File: config.mk
export PLATFORM = sky130hd
export DESIGN_NAME = crc_frame_encoder
export DESIGN_NICKNAME = d
export VERILOG_FILES = /design/src/rtl/crc_frame_pkg.sv /design/src/rtl/crc_byte_step.sv /design/src/rtl/crc_frame_encoder.sv
export SDC_FILE = /design/constraint.sdc
export NUM_CORES = 1
export LEC_CHECK = 0
export CAP_MARGIN = 40
export CORE_AREA = 10 10 76 78
export DETAILED_ROUTE_END_ITERATION = 8
export DIE_AREA = 0 0 86 88
export GPL_TIMING_DRIVEN = 0
export PLACE_DENSITY = 0.79
export SETUP_SLACK_MARGIN = 0.15
export SLEW_MARGIN = 10
export SYNTH_ARGS = -nofsm -noshare
export SYNTH_HDL_FRONTEND = slang
export SYNTH_SLANG_ARGS = --single-unit
File: constraint.sdc
create_clock -name clk -period 3.2 [get_ports clk]
set_input_delay 0.96 -clock clk [delete_from_list [all_inputs] [get_ports clk]]
set_output_delay 0.96 -clock clk [all_outputs]
set_load 0.02 [all_outputs]
File: src/rtl/crc_frame_pkg.sv
// Shared types and default K-code constants for the CRC frame encoder.
package crc_frame_pkg;

    typedef enum logic [1:0] {
        ST_IDLE,
        ST_PAYLOAD,
        ST_CRC,
        ST_EOF
    } state_e;

    localparam logic [7:0] K28_5 = 8'hBC;
    localparam logic [7:0] K27_7 = 8'hFB;
    localparam logic [7:0] K29_7 = 8'hFD;

endpackage

File: src/rtl/crc_byte_step.sv
// Combinational next-CRC for one byte: MSB-first, non-reflected, unrolled over 8 bits.
module crc_byte_step #(
    parameter int unsigned              CRC_WIDTH  = 8,
    parameter logic [CRC_WIDTH-1:0]     POLYNOMIAL = 'h07
) (
    input  logic [CRC_WIDTH-1:0] crc_i,
    input  logic [7:0]           data_i,
    output logic [CRC_WIDTH-1:0] crc_o
);

    function automatic logic [CRC_WIDTH-1:0] step_byte(input logic [CRC_WIDTH-1:0] c_in,
                                                       input logic [7:0]           d);
        logic [CRC_WIDTH-1:0] c;
        c = c_in;
        for (int i = 7; i >= 0; i--) begin
            if (c[CRC_WIDTH-1] ^ d[i]) begin
                c = {c[CRC_WIDTH-2:0], 1'b0} ^ POLYNOMIAL;
            end else begin
                c = {c[CRC_WIDTH-2:0], 1'b0};
            end
        end
        return c;
    endfunction

    assign crc_o = step_byte(crc_i, data_i);

endmodule

File: src/rtl/crc_frame_encoder.sv
// Framing encoder: SOF, payload, CRC (MSB first), EOF, with idle/filler K-codes.
// Optional CRC error injection is enabled by defining CRC_FRAME_ERR_INJECT_EN.
module crc_frame_encoder
    import crc_frame_pkg::*;
#(
    parameter int unsigned          CRC_WIDTH   = 8,
    parameter logic [CRC_WIDTH-1:0] POLYNOMIAL  = 'h07,
    parameter logic [CRC_WIDTH-1:0] CRC_INIT    = '0,
    parameter int unsigned          PAYLOAD_LEN = 8,
    parameter logic [7:0]           IDLE_K      = K28_5,
    parameter logic [7:0]           SOF_K       = K27_7,
    parameter logic [7:0]           EOF_K       = K29_7
) (
    input  logic        clk,
    input  logic        reset,
    input  logic [7:0]  in_data,
    input  logic        in_valid,
    output logic        in_ready,
    output logic [7:0]  sym_o,
    output logic        sym_k_o,
    output logic        sof_o,
    output logic        eof_o,
    output logic [15:0] frame_cnt_o
`ifdef CRC_FRAME_ERR_INJECT_EN
    ,
    input  logic        inject_err_i
`endif
);

    localparam int unsigned CRC_BYTES = CRC_WIDTH / 8;
    localparam logic [7:0]  LAST_IDX  = 8'(PAYLOAD_LEN - 1);

    state_e               state_q, state_d;
    logic [7:0]           cnt_q, cnt_d;
    logic [CRC_WIDTH-1:0] crc_q, crc_d, crc_next;
    logic [1:0]           idx_q, idx_d;
    logic [7:0]           sym_q, sym_d;
    logic                 symk_q, symk_d;
    logic                 sof_q, sof_d;
    logic                 eof_q, eof_d;
    logic [15:0]          frame_cnt_q, frame_cnt_d;
    logic                 inj_q, inj_d;
    logic                 inject_req;
    logic [7:0]           crc_byte;

`ifdef CRC_FRAME_ERR_INJECT_EN
    assign inject_req = inject_err_i;
`else
    assign inject_req = 1'b0;
`endif

    crc_byte_step #(
        .CRC_WIDTH (CRC_WIDTH),
        .POLYNOMIAL(POLYNOMIAL)
    ) u_step (
        .crc_i (crc_q),
        .data_i(in_data),
        .crc_o (crc_next)
    );

    // Upper byte first; the last byte out (index 0) carries the optional injected error.
    always_comb begin
        crc_byte = (idx_q != 2'd0) ? crc_q[CRC_WIDTH-1 -: 8] : crc_q[7:0];
        if (idx_q == 2'd0 && inj_q) begin
            crc_byte[0] = ~crc_byte[0];
        end
    end

    assign in_ready = (state_q == ST_PAYLOAD);

    always_comb begin
        state_d     = state_q;
        cnt_d       = cnt_q;
        crc_d       = crc_q;
        idx_d       = idx_q;
        sym_d       = IDLE_K;
        symk_d      = 1'b1;
        sof_d       = 1'b0;
        eof_d       = 1'b0;
        frame_cnt_d = frame_cnt_q;
        inj_d       = inj_q;
        case (state_q)
            ST_IDLE: begin
                if (in_valid) begin
                    sym_d   = SOF_K;
                    sof_d   = 1'b1;
                    crc_d   = CRC_INIT;
                    cnt_d   = 8'd0;
                    inj_d   = inject_req;
                    state_d = ST_PAYLOAD;
                end
            end
            ST_PAYLOAD: begin
                if (in_valid) begin
                    sym_d  = in_data;
                    symk_d = 1'b0;
                    crc_d  = crc_next;
                    cnt_d  = cnt_q + 8'd1;
                    if (cnt_q == LAST_IDX) begin
                        idx_d   = 2'(CRC_BYTES - 1);
                        state_d = ST_CRC;
                    end
                end
            end
            ST_CRC: begin
                sym_d  = crc_byte;
                symk_d = 1'b0;
                if (idx_q == 2'd0) begin
                    state_d = ST_EOF;
                end else begin
                    idx_d = idx_q - 2'd1;
                end
            end
            ST_EOF: begin
                sym_d       = EOF_K;
                eof_d       = 1'b1;
                frame_cnt_d = frame_cnt_q + 16'd1;
                inj_d       = 1'b0;
                state_d     = ST_IDLE;
            end
            default: state_d = ST_IDLE;
        endcase
    end

    always_ff @(posedge clk) begin
        if (reset) begin
            state_q     <= ST_IDLE;
            cnt_q       <= 8'd0;
            crc_q       <= CRC_INIT;
            idx_q       <= 2'd0;
            sym_q       <= IDLE_K;
            symk_q      <= 1'b1;
            sof_q       <= 1'b0;
            eof_q       <= 1'b0;
            frame_cnt_q <= 16'd0;
            inj_q       <= 1'b0;
        end else begin
            state_q     <= state_d;
            cnt_q       <= cnt_d;
            crc_q       <= crc_d;
            idx_q       <= idx_d;
            sym_q       <= sym_d;
            symk_q      <= symk_d;
            sof_q       <= sof_d;
            eof_q       <= eof_d;
            frame_cnt_q <= frame_cnt_d;
            inj_q       <= inj_d;
        end
    end

    assign sym_o       = sym_q;
    assign sym_k_o     = symk_q;
    assign sof_o       = sof_q;
    assign eof_o       = eof_q;
    assign frame_cnt_o = frame_cnt_q;

endmodule
# Yosys cells after proc, flatten, opt, wreduce, memory -nomap -nowiden
# Index checks and enable logic that the tools add are counted.
word_totals:
  reg_bits: 48
  latch_bits: 0
  mem_bits_rw: 0
  rom_bits: 0
  in_bits: 11
  out_inout_bits: 28
  mem_count: 0
classes:
  n_addsub: 3
  multipliers: 0
  div_mod_pow: 0
  magnitude_cmp: 0
  n_eq_ne: 9
  shifts: 0
  mux: 32
  bitwise_logic: 18
  reduce_logical: 11
ops:
  columns: ["cell", "n"]
  rows:
  - ["2-to-1 mux 8 bit", 4]
  - ["one-hot mux 8 bit (2 select lines)", 2]
  - ["one-hot mux 8 bit (4 select lines)", 1]
  - ["2-to-1 mux 3 bit", 8]
  - ["inverter 3 bit", 8]
  - ["adder 16 x 1 -> 16 bit, second input constant", 1]
  - ["2-to-1 mux 2 bit", 7]
  - ["adder 8 x 1 -> 8 bit, second input constant", 1]
  - ["== test 8 x 3 -> 1 bit, second input constant", 1]
  - ["!= test 2 bit, second input constant", 4]
  - ["one-hot mux 2 bit (4 select lines)", 1]
  - ["AND reduction 4 bit", 2]
  - ["XOR 1 bit", 8]
  - ["2-to-1 mux 7 bit", 1]
  - ["nonzero test 2 bit", 3]
  - ["2-to-1 mux 1 bit", 5]
  - ["== test 2 bit, second input constant", 2]
  - ["logical NOT 2 bit", 2]
  - ["one-hot mux 1 bit (2 select lines)", 2]
  - ["one-hot mux 2 bit (2 select lines)", 1]
  - ["AND reduction 3 bit", 1]
  - ["== test 2 x 1 -> 1 bit, second input constant", 1]
  - ["!= test 2 x 1 -> 1 bit, second input constant", 1]
  - ["inverter 1 bit", 2]
  - ["other kinds (4)", 4]

# Depth between registers and ports, before layout
logic_depth:
  depth_word: 18
  ltp_mapped: 8
  ltp_nobuf: 7

# Modules after synthesis
# From an unflattened synthesis, not the netlist that was laid out.
unflattened:
  cells_unflattened: 261
  hier_area_um2: 2316.0
by_module_without_submodules:
  columns: ["mod", "instances", "cells_per_inst", "area_each_um2"]
  rows:
  - ["crc_frame_encoder", 1, 240, 2132.0]
  - ["crc_byte_step", 1, 21, 183.9]

# Worst setup path before layout
# Ideal clock, no wire load.
synth_timing:
  kind: "input to register"
  startpoint: "input in_data[7]"
  endpoint: "register crc_q[2]"
  setup_time_ns: 0.132
  arrival_ns: 2.148
  path_slack_ns: 0.920
  stages: 5
  path_buffers: 0
  cell_sequence: "xnor2_2 -> xnor3_1 -> xnor3_1 -> mux2i_1 -> a21oi_1"
synth_via:
  elab_chain_len: 8
  word_cells_on_any_way: 11
  cone_classes: "6 x mux; 5 x bitwise"
synth_lines:
  columns: ["element", "line_no", "source"]
  rows:
  - ["start, declared", "crc_frame_encoder.sv:16", "input logic [7:0] in_data,"]
  - ["XOR 1 bit (*)", "crc_byte_step.sv:16", "if (c[CRC_WIDTH-1] ^ d[i]) begin"]
  - ["2-to-1 mux 3 bit (*)", "crc_byte_step.sv:16", null]
  - ["XOR 1 bit or inverter 3 bit (tied branches)", null, null]
  - ["2-to-1 mux 3 bit", "crc_byte_step.sv:16", null]
  - ["inverter 3 bit (no source line) or XOR 1 bit (tied branches)", null, null]
  - ["2-to-1 mux 3 bit (*)", "crc_byte_step.sv:16", null]
  - ["2-to-1 mux 8 bit (*)", "crc_frame_encoder.sv:94", "if (in_valid) begin"]
  - ["one-hot mux 8 bit (2 select lines) (*)", "crc_frame_encoder.sv:82", "case (state_q)"]
  - ["end signal, assigned", "crc_frame_encoder.sv:140", "crc_q <= crc_d;"]
  - ["end, declared", "crc_frame_encoder.sv:35", "logic [CRC_WIDTH-1:0] crc_q, crc_d, crc_next;"]
# Mark *: on every way between the ends. The rest lies on a longest branch, timed or not. The select of a mux whose other input is x is not followed.
# A chain may end at the register's enable or synchronous reset.

# Worst setup path after layout
# Same ends and word-level chain as after synthesis.

==> reports/metrics.yaml <==
sta:
  period_minus_slack_ns: 2.61
  drv_slew: 0
  setup_ws_ns: 0.591
  fin_worst_skew_ns: 0.00440
  worst_pin_slew_ns: 0.693
  setup_violations: 0
  max_freq_mhz: 383
  rsz0062_at_grt: "false"
  hold_slack_ns: 0.467
  finalCritPeriodShare_pct: 81.5
  max_slew_margin_pct: 53.3
  setup_tns_ns: 0
  final-hold-violation-count: 0
finish:
  post_route_cells_drive_above_1_share_pct: 4.01
  areaGrowthSynthToFinish_pct: 24.2
  nets: 317
  antennaDiodeCount: 0
power_and_ir_drop:
  power_mw: 1.49
  p_comb_share_pct: 26.5
  peakVddDrop_uv: 233
  power.density_mw_per_mm2: 527
  swShare_pct: 28.9
  leakagePower_nw: 1.09
  pwr-share-seq_pct: 43.3
  p_int_mw: 1.06
  clkPwrFrac_pct: 30.3
  p_switching_uw: 432
worst_setup_path:
  arrival_ns: 2.78
  crit_required_ns: 3.37
  crit_type: "input port to flop"
  timing.rr.end: "sym_o[2]"
  r2r_cells: 7
  ff2ff_setup_slack_ns: 1.02
  critPathCapture: "crc_q[2]"
  startpoint: "in_data[7]"
  cp_max_fo: 4
  worstSetupEndpointType: "flop"
  regToRegStartpoint: "state_q[1]"
  cp-start-kind: "input port"
grt:
  overflow: 0
  met3_usage_pct: 4.27
  grt_pass1_vias: 1818
  gr-usage-met2_pct: 23.7
  antenna_found_initial: 0
  grt_busiest_layer: "met2"
  grt_max_degree: 15
  grt_pass1_wl_um: 8590
  grtUsageTotal_pct: 14.0
  globalRouteMet1Util_pct: 15.7
clocking:
  htreeDepth: 2
  clock_sinks: 47
  post_cts_resized: 0
  cts_buffers: 5
  cts_tree: "done"
  holdBufCountCts: 0
  postCtsSetupBuffers: 0
  cts.path.max_buffers: 2
  cts.clk_slew.worst_paths_ns: 0.08
  clkLatencyLatePin_ns: 0.30
  root_buffer: "clkbuf_8"
logic_synthesis:
  synth_area_mm2: 0.00228
  synth-edff-count: 0
  synth_warnings: 0
  synth_area_per_cell_um2: 8.98
  muxShareOfSynthArea_pct: 1.37
  yosysSeqAreaShare_pct: 41.3
  synthCells: 254
  ys_ff_latch: 47
  synth_top_family_by_area: "simple AND/OR/NAND/NOR gates"
  synth_compound_area_share_pct: 11.1
  ys_types: 40
  synth_nets: 273
  synth_xor_area_share_pct: 18.3
  synthSimpleGateAreaFrac_pct: 20.4
  synthAdderAreaFrac_pct: 4.39
  synth_flop_cell: "dfxtp_1"
  async_reset_ff_share_pct: 0
place:
  dp_worst_setup_slack_ns: 0.305
  dp_hpwl_um: 3670
  gp_congestion: 0.808
  portBuffers: 37
job:
  maxCapViolations: 0
drt:
  drt_pass1_iterations: 5
  drc: 0
  drt_iter0_markers: 133
  vias: 1872
  wire_per_inst_um: 14.2
  drt-total-wl_um: 4980
  avgViaCountPerCell: 5.33
  ant_nets: 0
floorplanning:
  die_y_um: 88
  rows: 24
  initial_core_util_pct: 53.1
  die_w_um: 86
  pin_count: 39
  core_mm2: 0.00429
  die_area_mm2: 0.00757
status:
  status: "finished clean"
worst_hold_path:
  hp-class: "flop to flop"
[worst max-delay path: stages]
cell	delay [ns]
clkdlybuf4s50_1	0.46
xnor2_2	0.27
xnor3_1	0.47
xnor3_1	0.39
mux2i_1	0.15
a21oi_1	0.07
[synth_stat cells, types with 5 or more instances]
library cell  instances  share of area (%)
a21oi_1              14                3.1
and3_1                6                1.6
clkbuf_1              8                1.3
dfxtp_1              47                 41
ha_1                  8                4.4
inv_1                 9                1.5
nand2_1              21                3.5
nand3_1               5                1.1
nand4_1               7                1.9
nor2_1               40                6.6
nor2b_1               6                1.6
nor3_1                6                1.3
xnor2_1              19                7.3
xnor3_1               5                4.9
xor2_1               14                5.4
[flip-flops by register name (all words and copies together), names as in the netlist]
| register | flops |
|---|---|
| cnt_q | 8 |
| idx_q | 2 |
| sof_o | 1 |
| sym_k_o | 1 |
| eof_o | 1 |
| frame_cnt_o | 16 |
| crc_q | 8 |
| sym_o | 8 |
| state_q | 2 |
[cell usage in the layout, fill, tap and decap left out, drive strengths merged, types with 2 or more instances in the layout]
master | Yosys | routed
nand4 | 7 | 7
or3 | 3 | 3
dfxtp | 47 | 47
o21ai | 6 | 6
a21o | 2 | 2
xnor2 | 20 | 20
nor3 | 6 | 6
buf | 2 | 2
nor2 | 40 | 40
ha | 8 | 8
xor2 | 14 | 14
clkdlybuf4s50 | 0 | 37
inv | 9 | 9
nor2b | 6 | 6
nand3 | 5 | 5
a22oi | 4 | 4
nand2 | 21 | 21
and3 | 6 | 6
mux2i | 2 | 2
clkbuf | 8 | 14
a221o | 4 | 4
xnor3 | 5 | 5
a21oi | 14 | 14
[cell families after synthesis]
family,Yosys count
compound gates,38
fa+ha+maj,8
buf+inv,19
xor+xnor,39
mux,3
flops,47
simple gates,100
[layer usage]
| metal | part of all wire, % | routed length, um | vias to the layer above |
|---|---|---|---|
| li1 | - | - | 951 |
| met1 | 44 | 2170 | 871 |
| met2 | 48 | 2380 | 42 |
| met3 | 6.3 | 313 | 8 |
| met4 | 2.2 | 112 | 0 |
| met5 | 0 | 0 | - |
[cell type report]
| class | instances | area [um^2] |
|---|---|---|
| sequential | 47 | 941 |
| clock buffer | 6 | 82.6 |
| timing repair buffer | 37 | 370 |
| fill | 367 | 1460 |
| clock inverter | 2 | 35.0 |
| inverter | 9 | 33.8 |
| buffer | 10 | 38.8 |
| tap | 52 | 65.1 |
| multi-input combinational | 188 | 1270 |
[how the worst min path moves through the flow]
| stage | from | end | slack, ns | cells past startpoint |
|---|---|---|---|---|
| 3_5_place_dp | idx_q[0] | idx_q[0] | 0.46 | 2 |
| 2_1_floorplan | idx_q[0] | idx_q[0] | 0.43 | 2 |
| 4_1_cts | idx_q[0] | idx_q[0] | 0.47 | 2 |
| 3_3_place_gp | idx_q[0] | idx_q[0] | 0.44 | 2 |
| 6_report | idx_q[0] | idx_q[0] | 0.47 | 2 |
| 5_1_grt | idx_q[0] | idx_q[0] | 0.49 | 2 |
[through the flow]
step / instance area, um^2 / std cells / utilization (%)
after floorplan: 2280 / 254 / -
after global placement: 2720 / 343 / 63.3
after detailed placement: 2720 / 343 / 63.3
after CTS: 2830 / 351 / 66.0
after global routing: 2830 / 351 / 66.0
final: 2830 / 351 / 66.0
[power by group through the flow]
stage	clock network, mW	registers, mW	logic, mW
global placement	0	0.659	0.387
detailed placement	0	0.660	0.395
finish	0.452	0.646	0.395
floorplan	0	0.684	0.253
global route	0.485	0.651	0.433
CTS	0.461	0.646	0.397
Note: power is estimated with default switching activity, not from simulation.
